### config.mk
export PLATFORM = sky130hd
export DESIGN_NAME = stream_elastic_buffer
export DESIGN_NICKNAME = d
export VERILOG_FILES = /design/src/rtl/stream_elastic_buffer.sv
export SDC_FILE = /design/constraint.sdc
export NUM_CORES = 1
export LEC_CHECK = 0
export CORE_UTILIZATION = 25
export DETAILED_ROUTE_END_ITERATION = 6
export GPL_TIMING_DRIVEN = 0
export PLACE_DENSITY = 0.46
export SLEW_MARGIN = 10
export SYNTH_ARGS = -nofsm -noshare
export SYNTH_HDL_FRONTEND = slang
export SYNTH_SLANG_ARGS = --single-unit
export TNS_END_PERCENT = 50
### constraint.sdc
create_clock -name clk -period 3.1 [get_ports clk]
set_input_delay 0.62 -clock clk [delete_from_list [all_inputs] [get_ports clk]]
set_output_delay 0.62 -clock clk [all_outputs]
set_load 0.005 [all_outputs]
### src/rtl/stream_elastic_buffer.sv
// Valid/ready elastic buffer: DEPTH-entry ring of {last, data} with optional output register,
// registered occupancy/almost-full status and synchronous flush.
module stream_elastic_buffer #(
   parameter int DATAW     = 8,
   parameter int DEPTH     = 4,
   parameter int OUT_REG   = 0,
   parameter int AF_THRESH = DEPTH - 1
) (
   input  logic                               clk,
   input  logic                               reset,
   input  logic                               flush,
   input  logic                               valid_in,
   input  logic [DATAW-1:0]                   data_in,
   input  logic                               last_in,
   output logic                               ready_in,
   output logic                               valid_out,
   output logic [DATAW-1:0]                   data_out,
   output logic                               last_out,
   input  logic                               ready_out,
   output logic [$clog2(DEPTH+OUT_REG+1)-1:0] count,
   output logic                               almost_full
);

   localparam int CAP = DEPTH + OUT_REG;
   localparam int CW  = $clog2(CAP + 1);
   localparam int PW  = $clog2(DEPTH);
   localparam int EW  = DATAW + 1;

   logic [EW-1:0] mem_r [DEPTH];
   logic [PW-1:0] wr_ptr_r;
   logic [PW-1:0] rd_ptr_r;
   logic [CW-1:0] count_r;
   logic [CW-1:0] count_nxt_s;
   logic          af_r;
   logic          push_s;
   logic          pop_s;
   logic          st_wr_s;
   logic          st_rd_s;
   logic [EW-1:0] head_s;

   // Acceptance depends only on registered occupancy, never on ready_out.
   assign ready_in = (count_r != CW'(CAP)) && !flush;
   assign push_s   = valid_in && ready_in;
   assign pop_s    = valid_out && ready_out && !flush;
   assign head_s   = mem_r[rd_ptr_r];

   // Total occupancy next-state from the external handshakes.
   always_comb begin
      count_nxt_s = count_r;
      case ({push_s, pop_s})
         2'b10:   count_nxt_s = count_r + CW'(1);
         2'b01:   count_nxt_s = count_r - CW'(1);
         default: count_nxt_s = count_r;
      endcase
   end

   generate
      if (OUT_REG != 0) begin : g_out_reg
         logic          out_valid_r;
         logic [EW-1:0] out_entry_r;
         logic          out_load_s;
         logic          st_empty_s;

         // The output register is occupied whenever storage holds anything, so
         // storage is empty exactly when count equals the output register's share.
         always_comb begin
            st_empty_s = (count_r == CW'(out_valid_r));
            out_load_s = !out_valid_r || pop_s;
            st_rd_s    = out_load_s && !st_empty_s;
            st_wr_s    = push_s && !(out_load_s && st_empty_s);
         end

         // Output valid flag: refilled from storage head, else direct from input.
         always_ff @(posedge clk) begin
            if (reset || flush) begin
               out_valid_r <= 1'b0;
            end else if (out_load_s) begin
               out_valid_r <= !st_empty_s || push_s;
            end
         end

         // Output payload register, no reset needed.
         always_ff @(posedge clk) begin
            if (out_load_s) begin
               if (!st_empty_s) begin
                  out_entry_r <= head_s;
               end else if (push_s) begin
                  out_entry_r <= {last_in, data_in};
               end
            end
         end

         assign valid_out            = out_valid_r;
         assign {last_out, data_out} = out_entry_r;
      end else begin : g_no_out_reg
         // Storage is the whole buffer: handshakes map straight onto the ring.
         always_comb begin
            st_wr_s = push_s;
            st_rd_s = pop_s;
         end

         assign valid_out            = (count_r != CW'(0));
         assign {last_out, data_out} = head_s;
      end
   endgenerate

   // Ring storage write; contents are don't-care while not valid.
   always_ff @(posedge clk) begin
      if (st_wr_s) begin
         mem_r[wr_ptr_r] <= {last_in, data_in};
      end
   end

   // Pointers, occupancy and almost-full; reset and flush clear identically.
   always_ff @(posedge clk) begin
      if (reset || flush) begin
         wr_ptr_r <= PW'(0);
         rd_ptr_r <= PW'(0);
         count_r  <= CW'(0);
         af_r     <= 1'b0;
      end else begin
         if (st_wr_s) begin
            wr_ptr_r <= wr_ptr_r + PW'(1);
         end
         if (st_rd_s) begin
            rd_ptr_r <= rd_ptr_r + PW'(1);
         end
         count_r <= count_nxt_s;
         af_r    <= (count_nxt_s >= CW'(AF_THRESH));
      end
   end

   assign count       = count_r;
   assign almost_full = af_r;

endmodule

==> run summary <==
The flow ran to the end, and the final reports show no timing, DRC or antenna violations. In this run the tool buffered the top-level ports with 28 buffer cells. Leaving out fill and tap cells, the most frequent cell in the layout is edfxtp_1.

The number of top-level design ports came out at 29. TritonCTS built the clock tree. The power density over the cells is 463.8 mW/mm^2. Sequential elements use 69.00% of the synthesized area.

The run gives 0.002976 ns as the worst clock skew. STA classifies the critical path startpoint as an input pin. The analysis attributes to cell leakage a power of 0.7754 nW. For this block, the via count after detailed routing is 1032. After clock tree synthesis, the clock-pin slew on the worst setup and hold paths is 0.08 ns.

The number of max-slew violations in the final report was 0. Entering global routing, the biggest net connects 15 pins. The area share of the largest cell type after synthesis is 58.22%, and the width of the die is 88.18 um. Setup violations remaining at the end of the flow were counted as 0.

The cell count after synthesis is 107. For the number of endpoints with negative hold slack in the final report, the log shows 0. The routed length per placed instance is 14.10 um, and the maximum fanout count along the critical path is 8.

The global route total overflow came out at 0. Averaged over all synthesized cells, the footprint is 17.35 um^2. Measured in cells, the most critical reg-to-reg path has a length of 9.

The biggest area contributor in the post-synthesis netlist is edfxtp_1. The multiplexer share of the synthesized area is 11.46%. Setup repair after global routing left no endpoint under its margin.

The detail route stage leaves a number of antenna-violating nets equal to 0. The floorplan step defined a core boundary enclosing 0.007214 mm^2. The layout-stage area growth over the synthesis result is 26.35%. Clock sink count: 46.

The sum of negative setup slack is 0 ns. At the end of the flow, the number of nets in the layout was 162. The post-route netlist has 16.08% of its cells at a drive strength greater than 1. The measured slew at the worst slew-check pin was 0.6314 ns; the H-tree depth was 2. The post-synthesis cell area came out at 0.001857 mm^2. In the synthesized netlist the dominant register cell turns out to be edfxtp_1.

In the routed design, unresolved DRC markers number 0. For the tightest hold margin, the log shows 0.4910 ns. The floorplan has 31 rows.

After detailed placement, the design holds a cell count of 234. For the maximum vdd ir drop, the log shows 0.1600 mV. The data required time of the worst path was 3.32 ns. The routed design has 3412 um of wire.

By area, the combinational part of the netlist is dominated by multiplexers. Worst slew slack as a fraction of its limit: 57.91%. Beginning of the worst hold path: rd_ptr_r[1].

After filler insertion, the fill cell instance count of the layout stands at 720. The tools report the sort of element at the end of the critical path as a register. The tools report the endpoint of the worst hold-timing path as rd_ptr_r[1].

The buffer cell driving the clock tree root is clkbuf_8. Leaving out fill and tap cells, the most frequent cells in the layout are edfxtp_1, clkdlybuf4s50_1, dfxtp_1. The post-synthesis simple-gate area fraction came out at 7.345%.

Max-cap check violation count: 0. The class of the most critical hold timing path was reg -> reg. The number of antenna violations at the first check in global routing is 0.

The worst path uses 92.70% of the clock period. The cell count of the worst hold path works out to 2. Detail-routed via count per cell: 4.264. Of all flip-flops after synthesis, the portion carrying an async set or reset was 0%. The clock insertion delay at the later pin of the skew report was 0.29 ns. In this run the critical register-to-register path is launched from count[0]. The number of synthesized register bits works out to 46. Endpoint of the most critical register-to-register path: almost_full. Ranked by total cell area, the synthesized netlist is headed by edfxtp_1, mux4_2, dfxtp_1.

Once layout is complete, the utilization of the core stands at 32.52%. The logs give 26 for the DRC violation total after the first TritonRoute iteration and 0 for the number of gates resized after CTS. Worst setup path category: in -> reg. For flop-to-flop paths, the worst setup slack is 0.65 ns. The aggregate global-route resource usage was 9.838%. Summing the areas of all compound-gate instances in the mapped netlist gives 4.245% of the synthesized area. The first detailed-routing pass ran for 4 iterations. The synthesized netlist contains 38 unique library cells. The number of setup buffers added after CTS is 0.

The post-synthesis xor/xnor area fraction came out at 0.9434%. In this run, synthesis inferred 36 flip-flops with an integrated enable. Effective utilization at floorplan: 25.74%. The post-synthesis net count is 127, and the minimum clock period after layout is 2.874 ns. The number of antenna diodes in the final layout is 0. For this run, the top clock speed supported by timing is 348.0 MHz.

The via count of the first global-routing pass was 1073; the maximum count of clock buffers along a single path was 2. The hold buffer count at CTS came out at 0. The first global-routing pass estimated 5554 um of wire. For this run, the number of standard cells in the final layout without fillers is 242. The logs give 0.007776 mm^2 for the floorplan die area and 5 for the total clock buffers created by CTS. The Yosys step of the flow raised 0 warnings. The critical path arrival is 3.10 ns.

Estimated wirelength of the detail-placed design: 2327 um. Routability-driven placement finished with a final weighted congestion of 0.7275. From bottom edge to top edge, the die measures 88.18 um.

The synthesized netlist devotes 4.447% of its cell area to adder and majority cells.
-- worst max-delay path: stages --
cell	delay [ns]
clkdlybuf4s50_1	0.47
nor2b_1	0.41
and2_1	0.24
inv_1	0.06
ha_1	0.24
fa_1	0.39
xnor2_1	0.15
or4_4	0.44
o211ai_2	0.08
-- how the worst max path moves through the flow --
stage | start | endpoint | slack, ns | cells after the start
after floorplan | valid_in | almost_full | 0.66 | 8
after global placement | flush | almost_full | 0.03 | 9
after detailed placement | flush | almost_full | -0.05 | 9
after CTS | flush | almost_full | 0.25 | 9
after global routing | flush | almost_full | 0.03 | 9
final | flush | almost_full | 0.23 | 9
-- cell usage after synthesis (all sizes together), types with 3 or more instances --
cell and number:
edfxtp 36, dfxtp 10, mux4 9, ha 5
inv 5, a21oi 4, and3 4, nor2 4
buf 3
-- layer usage --
layer  global-route usage [%]  share of wire [%]  up-vias
li1                         -                  -      477
met1                    11.48                 43      515
met2                    16.78                 50       33
met3                    3.676                6.7        7
met4                    3.079                1.1        0
met5                        0                  0        -
-- stage by stage --
| stage | power, mW | area, um^2 | setup WS, ns |
|---|---|---|---|
| after floorplan | 0.7169 | 1857 | 0.6577 |
| after global placement | 0.7580 | 2261 | 0.02601 |
| after detailed placement | 0.7608 | 2261 | -0.05491 |
| after CTS | 1.107 | 2346 | 0.2511 |
| after global routing | 1.138 | 2346 | 0.02865 |
| final | 1.088 | 2346 | 0.2262 |
-- flip-flops by register name (all words and copies together), names as in the netlist, named ones only --
| register | flops |
|---|---|
| count | 3 |
| rd_ptr_r | 2 |
| mem_r | 36 |
| almost_full | 1 |
| wr_ptr_r | 2 |
-- kinds of logic (layout without fill, tap and decap cells) --
logic type               Yosys count  in the layout
adder cells (fa/ha/maj)            6              6
AO/OA/AOI/OAI                     11             11
XOR/XNOR                           2              2
flip-flops                        46             46
AND/OR/NAND/NOR                   22             22
buffers and inverters             10             46
multiplexers                      10             10
-- layout make-up --
class | count | area, um^2 | share of cell area (%)
well taps | 99 | 123.9 | 5.280
flip-flops and latches | 46 | 1281 | 54.61
multi-input cells | 51 | 528.0 | 22.51
clock buffers | 5 | 68.82 | 2.933
clock inverters | 3 | 16.27 | 0.6933
inverters | 5 | 18.77 | 0.8000
plain buffers | 5 | 28.78 | 1.227
repair buffers | 28 | 280.3 | 11.95
-- where the power goes --
group	total [mW]	leakage [nW]	internal (mW)	switching (mW)
Sequential	0.676	0.408	0.672	0.00339
Combinational	0.0698	0.326	0.0408	0.0291
Clock	0.343	0.0416	0.154	0.188
Total	1.09	0.775	0.867	0.221
Note: power is estimated with default switching activity, not from simulation.
